[src/rtl/rv_lsu_if.sv]
// Core request/response and data-memory port bundle for rv_lsu.
// master is the LSU view; slave is the view of the core plus memory around it.
interface rv_lsu_if #(
  parameter int ADDR_W = 32
);
  logic              req_valid;
  logic              req_ready;
  logic              req_we;
  logic [2:0]        req_funct3;
  logic [ADDR_W-1:0] req_addr;
  logic [31:0]       req_wdata;

  logic              resp_valid;
  logic [31:0]       resp_rdata;
  logic              resp_err;

  logic              mem_req;
  logic              mem_gnt;
  logic              mem_we;
  logic [ADDR_W-1:0] mem_addr;
  logic [3:0]        mem_be;
  logic [31:0]       mem_wdata;
  logic              mem_rvalid;
  logic [31:0]       mem_rdata;

  modport master (
    input  req_valid, req_we, req_funct3, req_addr, req_wdata,
    output req_ready,
    output resp_valid, resp_rdata, resp_err,
    output mem_req, mem_we, mem_addr, mem_be, mem_wdata,
    input  mem_gnt, mem_rvalid, mem_rdata
  );

  modport slave (
    output req_valid, req_we, req_funct3, req_addr, req_wdata,
    input  req_ready,
    input  resp_valid, resp_rdata, resp_err,
    input  mem_req, mem_we, mem_addr, mem_be, mem_wdata,
    output mem_gnt, mem_rvalid, mem_rdata
  );
endinterface

[src/rtl/rv_lsu.sv]
// RV32I load/store unit: one outstanding access, word-addressed memory port with byte enables.
// Define LSU_MISALIGN_TRAP_EN to trap misaligned half/word accesses instead of force-aligning them.
module rv_lsu #(
  parameter int ADDR_W     = 32,
  parameter int RESET_HOLD = 0
) (
  input  logic     clk,
  input  logic     rst,
  rv_lsu_if.master bus
);

  typedef enum logic [1:0] {IDLE, REQ, WAIT, RESP} state_t;

  state_t            state;
  state_t            state_nxt;

  logic [3:0]        hold_cnt;
  logic              hold_done;
  logic              ready;
  logic              mem_req_c;
  logic              resp_valid_c;
  logic              accept;
  logic              req_bad;
  logic              funct3_ok;
  logic [1:0]        off_eff;
  logic [3:0]        be_dec;
  logic [31:0]       wdata_dec;
  logic [7:0]        ld_byte;
  logic [15:0]       ld_half;
  logic [31:0]       load_data;

  logic              we_q;
  logic [2:0]        funct3_q;
  logic [1:0]        off_q;
  logic [ADDR_W-1:0] addr_q;
  logic [3:0]        be_q;
  logic [31:0]       wdata_q;
  logic [31:0]       rdata_q;
  logic              err_q;

  assign accept = bus.req_valid && ready;

  // Request decode: legality, effective lane offset, byte enables and lane-replicated store data.
  always_comb begin
    funct3_ok = 1'b0;
    off_eff   = 2'b00;
    be_dec    = 4'b0000;
    wdata_dec = 32'h0;
    if (bus.req_we) begin
      funct3_ok = !bus.req_funct3[2] && (bus.req_funct3[1:0] != 2'b11);
    end else begin
      funct3_ok = (bus.req_funct3[1:0] != 2'b11) && (bus.req_funct3 != 3'b110);
    end
    case (bus.req_funct3[1:0])
      2'b00: begin
        off_eff   = bus.req_addr[1:0];
        be_dec    = 4'b0001 << off_eff;
        wdata_dec = {4{bus.req_wdata[7:0]}};
      end
      2'b01: begin
        off_eff   = {bus.req_addr[1], 1'b0};
        be_dec    = 4'b0011 << off_eff;
        wdata_dec = {2{bus.req_wdata[15:0]}};
      end
      2'b10: begin
        off_eff   = 2'b00;
        be_dec    = 4'b1111;
        wdata_dec = bus.req_wdata;
      end
      default: begin
        off_eff   = 2'b00;
        be_dec    = 4'b0000;
      end
    endcase
    if (!bus.req_we) begin
      wdata_dec = 32'h0;
    end
  end

`ifdef LSU_MISALIGN_TRAP_EN
  logic misalign;
  assign misalign = ((bus.req_funct3[1:0] == 2'b01) && bus.req_addr[0]) ||
                    ((bus.req_funct3[1:0] == 2'b10) && (bus.req_addr[1:0] != 2'b00));
  assign req_bad  = !funct3_ok || misalign;
`else
  assign req_bad  = !funct3_ok;
`endif

  always_comb begin
    load_data = 32'h0;
    ld_byte   = bus.mem_rdata[{off_q, 3'b000} +: 8];
    ld_half   = bus.mem_rdata[{off_q[1], 4'b0000} +: 16];
    case (funct3_q)
      3'b000:  load_data = {{24{ld_byte[7]}}, ld_byte};
      3'b001:  load_data = {{16{ld_half[15]}}, ld_half};
      3'b010:  load_data = bus.mem_rdata;
      3'b100:  load_data = {24'h0, ld_byte};
      3'b101:  load_data = {16'h0, ld_half};
      default: load_data = 32'h0;
    endcase
  end

  // Post-reset hold: ready stays low for RESET_HOLD cycles beyond the first clock after release.
  always_ff @(posedge clk or negedge rst) begin
    if (!rst) begin
      hold_cnt  <= 4'(RESET_HOLD);
      hold_done <= 1'b0;
    end else if (hold_cnt != 4'd0) begin
      hold_cnt  <= hold_cnt - 4'd1;
    end else begin
      hold_done <= 1'b1;
    end
  end

  always_ff @(posedge clk or negedge rst) begin
    if (!rst) begin
      state <= IDLE;
    end else begin
      state <= state_nxt;
    end
  end

  always_comb begin
    state_nxt    = state;
    ready        = 1'b0;
    mem_req_c    = 1'b0;
    resp_valid_c = 1'b0;
    case (state)
      IDLE: begin
        ready = hold_done;
        if (bus.req_valid && hold_done) begin
          state_nxt = req_bad ? RESP : REQ;
        end
      end
      REQ: begin
        mem_req_c = 1'b1;
        if (bus.mem_gnt) begin
          state_nxt = WAIT;
        end
      end
      WAIT: begin
        if (bus.mem_rvalid) begin
          state_nxt = RESP;
        end
      end
      RESP: begin
        resp_valid_c = 1'b1;
        state_nxt    = IDLE;
      end
      default: state_nxt = IDLE;
    endcase
  end

  // Memory-side fields are captured only for legal requests; response fields change only when a response is formed.
  always_ff @(posedge clk or negedge rst) begin
    if (!rst) begin
      we_q     <= 1'b0;
      funct3_q <= 3'b000;
      off_q    <= 2'b00;
      addr_q   <= '0;
      be_q     <= 4'b0000;
      wdata_q  <= 32'h0;
      rdata_q  <= 32'h0;
      err_q    <= 1'b0;
    end else begin
      if (accept && !req_bad) begin
        we_q     <= bus.req_we;
        funct3_q <= bus.req_funct3;
        off_q    <= off_eff;
        addr_q   <= {bus.req_addr[ADDR_W-1:2], 2'b00};
        be_q     <= be_dec;
        wdata_q  <= wdata_dec;
      end
      if (accept && req_bad) begin
        rdata_q <= 32'h0;
        err_q   <= 1'b1;
      end else if ((state == WAIT) && bus.mem_rvalid) begin
        rdata_q <= we_q ? 32'h0 : load_data;
        err_q   <= 1'b0;
      end
    end
  end

  assign bus.req_ready  = ready;
  assign bus.mem_req    = mem_req_c;
  assign bus.resp_valid = resp_valid_c;
  assign bus.mem_we     = we_q;
  assign bus.mem_addr   = addr_q;
  assign bus.mem_be     = be_q;
  assign bus.mem_wdata  = wdata_q;
  assign bus.resp_rdata = rdata_q;
  assign bus.resp_err   = err_q;

endmodule

[src/flat_wrapper.sv]
// flat-port wrapper written by rule: the top's interface ports become plain ports
module rv_lsu_flat 
#(
  parameter int ADDR_W     = 32,
  parameter int RESET_HOLD = 0
)
  (clk, rst, bus_req_valid, bus_req_we, bus_req_funct3, bus_req_addr, bus_req_wdata, bus_req_ready, bus_resp_valid, bus_resp_rdata, bus_resp_err, bus_mem_req, bus_mem_we, bus_mem_addr, bus_mem_be, bus_mem_wdata, bus_mem_gnt, bus_mem_rvalid, bus_mem_rdata);
  rv_lsu_if #(.ADDR_W(ADDR_W)) bus_i ();
  input  logic clk;
  input  logic rst;
  input wire logic [$bits(bus_i.req_valid)-1:0] bus_req_valid;
  input wire logic [$bits(bus_i.req_we)-1:0] bus_req_we;
  input wire logic [$bits(bus_i.req_funct3)-1:0] bus_req_funct3;
  input wire logic [$bits(bus_i.req_addr)-1:0] bus_req_addr;
  input wire logic [$bits(bus_i.req_wdata)-1:0] bus_req_wdata;
  output wire logic [$bits(bus_i.req_ready)-1:0] bus_req_ready;
  output wire logic [$bits(bus_i.resp_valid)-1:0] bus_resp_valid;
  output wire logic [$bits(bus_i.resp_rdata)-1:0] bus_resp_rdata;
  output wire logic [$bits(bus_i.resp_err)-1:0] bus_resp_err;
  output wire logic [$bits(bus_i.mem_req)-1:0] bus_mem_req;
  output wire logic [$bits(bus_i.mem_we)-1:0] bus_mem_we;
  output wire logic [$bits(bus_i.mem_addr)-1:0] bus_mem_addr;
  output wire logic [$bits(bus_i.mem_be)-1:0] bus_mem_be;
  output wire logic [$bits(bus_i.mem_wdata)-1:0] bus_mem_wdata;
  input wire logic [$bits(bus_i.mem_gnt)-1:0] bus_mem_gnt;
  input wire logic [$bits(bus_i.mem_rvalid)-1:0] bus_mem_rvalid;
  input wire logic [$bits(bus_i.mem_rdata)-1:0] bus_mem_rdata;
  assign bus_i.req_valid = bus_req_valid;
  assign bus_i.req_we = bus_req_we;
  assign bus_i.req_funct3 = bus_req_funct3;
  assign bus_i.req_addr = bus_req_addr;
  assign bus_i.req_wdata = bus_req_wdata;
  assign bus_req_ready = bus_i.req_ready;
  assign bus_resp_valid = bus_i.resp_valid;
  assign bus_resp_rdata = bus_i.resp_rdata;
  assign bus_resp_err = bus_i.resp_err;
  assign bus_mem_req = bus_i.mem_req;
  assign bus_mem_we = bus_i.mem_we;
  assign bus_mem_addr = bus_i.mem_addr;
  assign bus_mem_be = bus_i.mem_be;
  assign bus_mem_wdata = bus_i.mem_wdata;
  assign bus_i.mem_gnt = bus_mem_gnt;
  assign bus_i.mem_rvalid = bus_mem_rvalid;
  assign bus_i.mem_rdata = bus_mem_rdata;
  rv_lsu #(.ADDR_W(ADDR_W), .RESET_HOLD(RESET_HOLD)) u_core (.clk(clk), .rst(rst), .bus(bus_i));
endmodule
[config.mk]
export PLATFORM = sky130hd
export DESIGN_NAME = rv_lsu_flat
export DESIGN_NICKNAME = d
export VERILOG_FILES = /design/src/rtl/rv_lsu_if.sv /design/src/rtl/rv_lsu.sv /design/src/flat_wrapper.sv
export SDC_FILE = /design/constraint.sdc
export NUM_CORES = 1
export LEC_CHECK = 0
export BUFFER_PORTS_ARGS = -buffer_cell sky130_fd_sc_hd__buf_2
export CAP_MARGIN = 20
export CORE_MARGIN = 3
export CORE_UTILIZATION = 50
export DETAILED_ROUTE_END_ITERATION = 6
export GPL_TIMING_DRIVEN = 0
export PLACE_DENSITY_LB_ADDON = 0.15
export SLEW_MARGIN = 5
export SYNTH_ARGS = -nofsm -noshare
export SYNTH_HDL_FRONTEND = slang
export SYNTH_SLANG_ARGS = --single-unit
[constraint.sdc]
create_clock -name clk -period 2.3 [get_ports clk]
set_input_delay 0.115 -clock clk [delete_from_list [all_inputs] [get_ports clk]]
set_output_delay 0.115 -clock clk [all_outputs]
set_load 0.05 [all_outputs]
* Word-level counts from Yosys, hierarchy flattened
Index checks and enable logic that the tools add are counted.
Storage, ports and cells: bits of input ports 105, register bits 112
Operators by class: add/subtract/negate cells 1, reduce and logical (&&, ||, !) cells 15, eq/ne operators 14, shift operators 4, muxes and demuxes 19
Operator list (count):
- case mux 32 bit (5 select lines) | 1
- 2-to-1 mux 32 bit | 4
- case mux 32 bit (3 select lines) | 1
- variable part select 32 x 6 -> 16 bit | 1
- variable part select 32 x 6 -> 8 bit | 1
- case mux 4 bit (3 select lines) | 1
- 2-to-1 mux 2 bit | 4
- case mux 2 bit (4 select lines) | 1
- logical AND 1 bit | 7
- equality test 2 bit (second input constant) | 3
- equality test 3 bit (second input constant) | 2
- 2-to-1 mux 1 bit | 6
- != test 2 bit (second input constant) | 3
- equality test 2 x 1 -> 1 bit (second input constant) | 2
- zero test 2 bit | 2
- case mux 2 bit (2 select lines) | 1
- nonzero test 4 bit | 1
- << shifter 1 x 2 -> 4 bit (first input constant) | 1
- << shifter 2 x 2 -> 4 bit (first input constant) | 1
- subtractor 4 x 1 -> 4 bit (second input constant) | 1
- equality test 3 x 1 -> 1 bit (second input constant) | 1
- equality test 3 x 2 -> 1 bit (second input constant) | 1
- zero test 3 bit | 1
- != test 3 bit (second input constant) | 1
- other kinds (4) | 5

* Depth between registers and ports, before layout
depth after elaboration 6, gate-level depth with buffers 8, depth with buffers taken out 6

* Worst setup path after synthesis
No wires, ideal clock.
kind reg2reg, from register u_core.state[0], to register u_core.rdata_q[20], in the netlist u_core.bus.resp_rdata[20], slack 0.501 ns, period minus slack after synthesis 1.799 ns, data required time 2.159 ns, data arrival time 1.658 ns, stages on the path, launching flop included 8, path through dfrtp_1 inv_1 ha_1 nand3_1 o311ai_4 a211o_4 buf_12 o311ai_4
On the way: longest elaborated chain between the ends 5
Ends and longest elaborated chain:
- start: declaration | line rv_lsu.sv:14 | state_t state;
- start signal: assignment | line rv_lsu.sv:119 | state <= state_nxt;
- zero test 2 bit | line rv_lsu.sv:128 | case (state)
- 2-to-1 mux 1 bit | line rv_lsu.sv:128
- logical AND 1 bit | line rv_lsu.sv:41 | assign accept = bus.req_valid && ready;
- logical AND 1 bit | line rv_lsu.sv:174 | if (accept && req_bad) begin
- 2-to-1 mux 32 bit or nonzero test 2 bit (tied branches)
- end signal: assignment | line rv_lsu.sv:178 | rdata_q <= we_q ? 32'h0 : load_data;
- end: declaration | line rv_lsu.sv:38 | logic [31:0] rdata_q;
Several ways; a longest one is shown, not always the timed one. A chain may end at the register's enable or synchronous reset.

* Final worst setup path
from register u_core.state[0], to register u_core.rdata_q[24], in the netlist u_core.bus.resp_rdata[24]
Same word-level chain as after synthesis.

==> impl_metrics.yaml <==
critical_path:
  worst-path-buf-inv: 2
  crit_arrival_ns: 2.43
  path_cells: "inv_1 -> ha_1 -> nand3_1 -> o311ai_4 -> a211o_4 -> buf_12 -> o311ai_4"
  crit_family: "compound AO/OA/AOI/OAI gates"
  worst_ep_required_time_ns: 2.52
  timing.critical_path.mode_cell: "o311ai_4"
  rr_endpoint: "u_core.bus.resp_rdata[24]$_DFFE_PN0P_"
  startpoint_type: "flop"
  reg2reg_setup_slack_ns: 0.09
  crit_path_max_incr_delay_ns: 0.54
  critical_path.max_fanout: 10
  rr_worst_depth: 7
  crit_slowest_cell: "o311ai_4"
  worstSetupEndpointType: "flop"
  r2r-start: "u_core.state[0]$_DFFE_PN0P_"
  crit_type: "flop to flop"
clock_tree:
  cts.sinks: 112
  post_cts_buffers: 0
  cts_root_buf: "clkbuf_16"
  clk_latency_ns: 0.36
  numCtsBuffers: 9
  path_clk_slew_ns: 0.08
  clock_path_buffers: 2
  cts_resized: 0
  h-tree-depth: 3
  cts_tree: "built"
yosys:
  ys_seq_area_share_pct: 48.1
  yosys.area.top_type_share_pct: 48.1
  synth_area_leader_cell: "dfrtp_1"
  synthCells: 520
  yosys.cell_count.top_type: "nand2_1"
  ys_types: 52
  synthTopCellsByCount: "nand2_1 (121), dfrtp_1 (112), o21ai_0 (58)"
  async_reset_ff_share_pct: 100
  synth-main-ff-cell: "dfrtp_1"
  synth_seq_cells: 112
  netlist_area_mm2: 0.00583
  synth-edff-count: 0
  syn-mean-instance-area_um2: 11.2
  synth_warnings: 0
  ys_top_cells_by_area: "dfrtp_1 (48%), nand2_1 (7.8%), mux2_4 (7.7%), o21ai_0 (5.0%), o311ai_4 (5.0%)"
global_route:
  grt_pass1_vias: 5244
  overflow: 0
  grt_max_degree: 92
  antenna_found_initial: 0
  grtUsageTotal_pct: 26.0
  grt_pass1_wl_um: 26700
sta:
  slew_headroom_pct: 33.3
  fin_ws_ns: 0.0932
  setup_viol: 0
  max_freq_mhz: 453
  worstMarginPinSlew_ns: 0.998
  hold_viol: 1
  min_period_over_period_pct: 95.9
  rsz0062_at_grt: "no"
  skew_ns: 0.0118
  maxSlewViolCount: 0
  period_minus_slack_ns: 2.21
  holdWs_ns: -0.00130
pwr:
  p_sw_uw: 5860
  pwr-share-seq_pct: 29.0
  p_comb_share_pct: 57.1
  p_total_uw: 11300
  p_per_area_mw_per_mm2: 1480
  p_leak_uw: 0.00392
  irDropWorstVdd_v: 0.00106
  p_clk_share_pct: 13.9
  internal-power_uw: 5470
  p_sw_share_pct: 51.7
cells_and_area:
  diodes: 0
  final_nets: 877
  drive_above_1_share_pct: 40.6
  areaGrowthSynthToFinish_pct: 31.0
  seq_area_mm2: 0.00280
  fill_cells: 880
  design_area_mm2: 0.00763
  multi_input_area_mm2: 0.00276
outcome:
  violations: "hold timing"
  status: "finished, violations left"
route:
  drt-vias-per-instance: 5.59
  dr_total_vias: 5090
  remaining_drc_errors: 0
  drt-pass1-iter-count: 5
  wire_per_inst_um: 18.5
  ant_nets: 0
  drt_iter0_drc: 424
  wl_um: 16900
floorplan:
  initial_core_util_pct: 52.4
  core_mm2: 0.0111
  ioPinCount: 210
  die_x_um: 114
  die_y_um: 114
  num_rows: 38
  design.die.area_mm2: 0.0130
worst_hold_path:
  hp-start: "bus_req_addr[23]"
  hold_class: "input pin to flop"
  min_to: "u_core.bus.mem_addr[23]$_DFFE_PN0P_"
  whs_path_depth: 2
placed_design:
  numPortBuffers: 205
  dpl-instance-area_mm2: 0.00706
  place_worst_setup_slack_ns: 0.134
  gp_congestion: 0.915
  dp.final_hpwl_um: 12400
run:
  cap_viol_max_count: 0
worst register-to-register path: stages, from the launching register on:
cell and delay [ns]:
dfrtp_1 0.41, inv_1 0.13, ha_1 0.21, nand3_1 0.26, o311ai_4 0.54, a211o_4 0.23, buf_12 0.18, o311ai_4 0.11
registers in the layout, indices dropped and copies added (netlist names):
register,count
u_core.bus.mem_addr,30
u_core.bus.mem_we,1
u_core.state,2
u_core.hold_cnt,4
u_core.bus.resp_err,1
u_core.funct3_q,3
u_core.hold_done,1
u_core.bus.mem_wdata,32
u_core.bus.mem_be,4
u_core.bus.resp_rdata,32
u_core.off_q,2
layout make-up:
cell class              count  share of cell area (%)
inverters                   8                   0.394
flip-flops and latches    112                    36.7
well taps                 140                    2.30
multi-input cells         362                    36.1
clock buffers              10                    3.13
plain buffers              39                    3.13
clock inverters             6                   0.754
repair buffers            233                    17.4
stage by stage:
stage	utilization, %	instances	TNS (ns)
finish	68.6	910	0
global route	68.6	910	0
detailed placement	63.5	867	0
CTS	68.5	909	0
global placement	63.2	866	-15.70
floorplan	-	521	0
power groups by stage:
stage	combinational, µW	sequential [µW]	clock, µW
floorplan	2250	5910	0
global placement	6330	3240	0
detailed placement	6430	3300	0
CTS	6480	3280	1600
global route	6810	3380	1690
finish	6470	3280	1580
layout by cell type (no fill, tap or decap), types with 2 or more instances in the layout:
| master | n |
|---|---|
| mux2_2 | 12 |
| nor3b_1 | 2 |
| a21oi_1 | 3 |
| a22o_1 | 20 |
| inv_8 | 2 |
| buf_4 | 5 |
| nor2_1 | 5 |
| o2bb2ai_1 | 12 |
| dlygate4sd3_1 | 27 |
| inv_1 | 8 |
| and3_1 | 3 |
| o21ai_2 | 2 |
| o21ai_1 | 3 |
| a222oi_1 | 8 |
| conb_1 | 2 |
| mux2_4 | 30 |
| nand2_1 | 121 |
| o311ai_4 | 11 |
| a21o_1 | 3 |
| inv_6 | 2 |
| dfrtp_1 | 112 |
| nor2b_1 | 4 |
| o211ai_1 | 2 |
| or2_2 | 2 |
| clkinv_4 | 2 |
| a22oi_1 | 7 |
| clkbuf_1 | 17 |
| nand3_1 | 2 |
| o311ai_1 | 5 |
| ha_1 | 7 |
| clkbuf_16 | 9 |
| nand2b_1 | 2 |
| o21ai_0 | 58 |
| mux2i_1 | 15 |
| buf_6 | 7 |
| buf_2 | 214 |
| nor3b_2 | 2 |
worst max path at each step:
stage                                start                               endpoint  depth (start not counted)
2_1_floorplan  u_core.state[0]$_DFFE_PN0P_  u_core.bus.resp_rdata[20]$_DFFE_PN0P_                          7
3_3_place_gp                           rst         u_core.hold_cnt[0]$_DFFE_PN0P_                          1
3_5_place_dp   u_core.state[0]$_DFFE_PN0P_  u_core.bus.resp_rdata[24]$_DFFE_PN0P_                          7
4_1_cts        u_core.state[0]$_DFFE_PN0P_  u_core.bus.resp_rdata[24]$_DFFE_PN0P_                          7
5_1_grt        u_core.state[0]$_DFFE_PN0P_  u_core.bus.resp_rdata[24]$_DFFE_PN0P_                          7
6_report       u_core.state[0]$_DFFE_PN0P_  u_core.bus.resp_rdata[24]$_DFFE_PN0P_                          7
layer usage:
layer  track usage [%]  share of wire, %  routed length [µm]
met5                 0                 0                   0
met4              9.26               2.7                 452
met3              5.84               8.5                1430
met2              44.2                49                8250
met1              32.6                40                6710
kinds of logic (layout without fill, tap and decap cells):
group                      Yosys count  in the layout  synth area share (%)
and+or+nand+nor                    152            152                  11.7
AOI/OAI and AO/OA                  143            143                  21.2
DFF                                112            112                  48.1
muxes                               57             57                  12.6
buffers and inverters               47            296                  4.62
adders and majority gates            7              7                  1.50
other                                1              2                0.0644
xor gates and xnor gates             1              1                 0.150
timing repair:
item | 4_1_cts | 5_1_grt
endpoints found under the hold margin | 53 | 1
hold buffers | 26 | 1
endpoints found under the setup margin | 0 | 0
(Power assumes the default switching activity.)
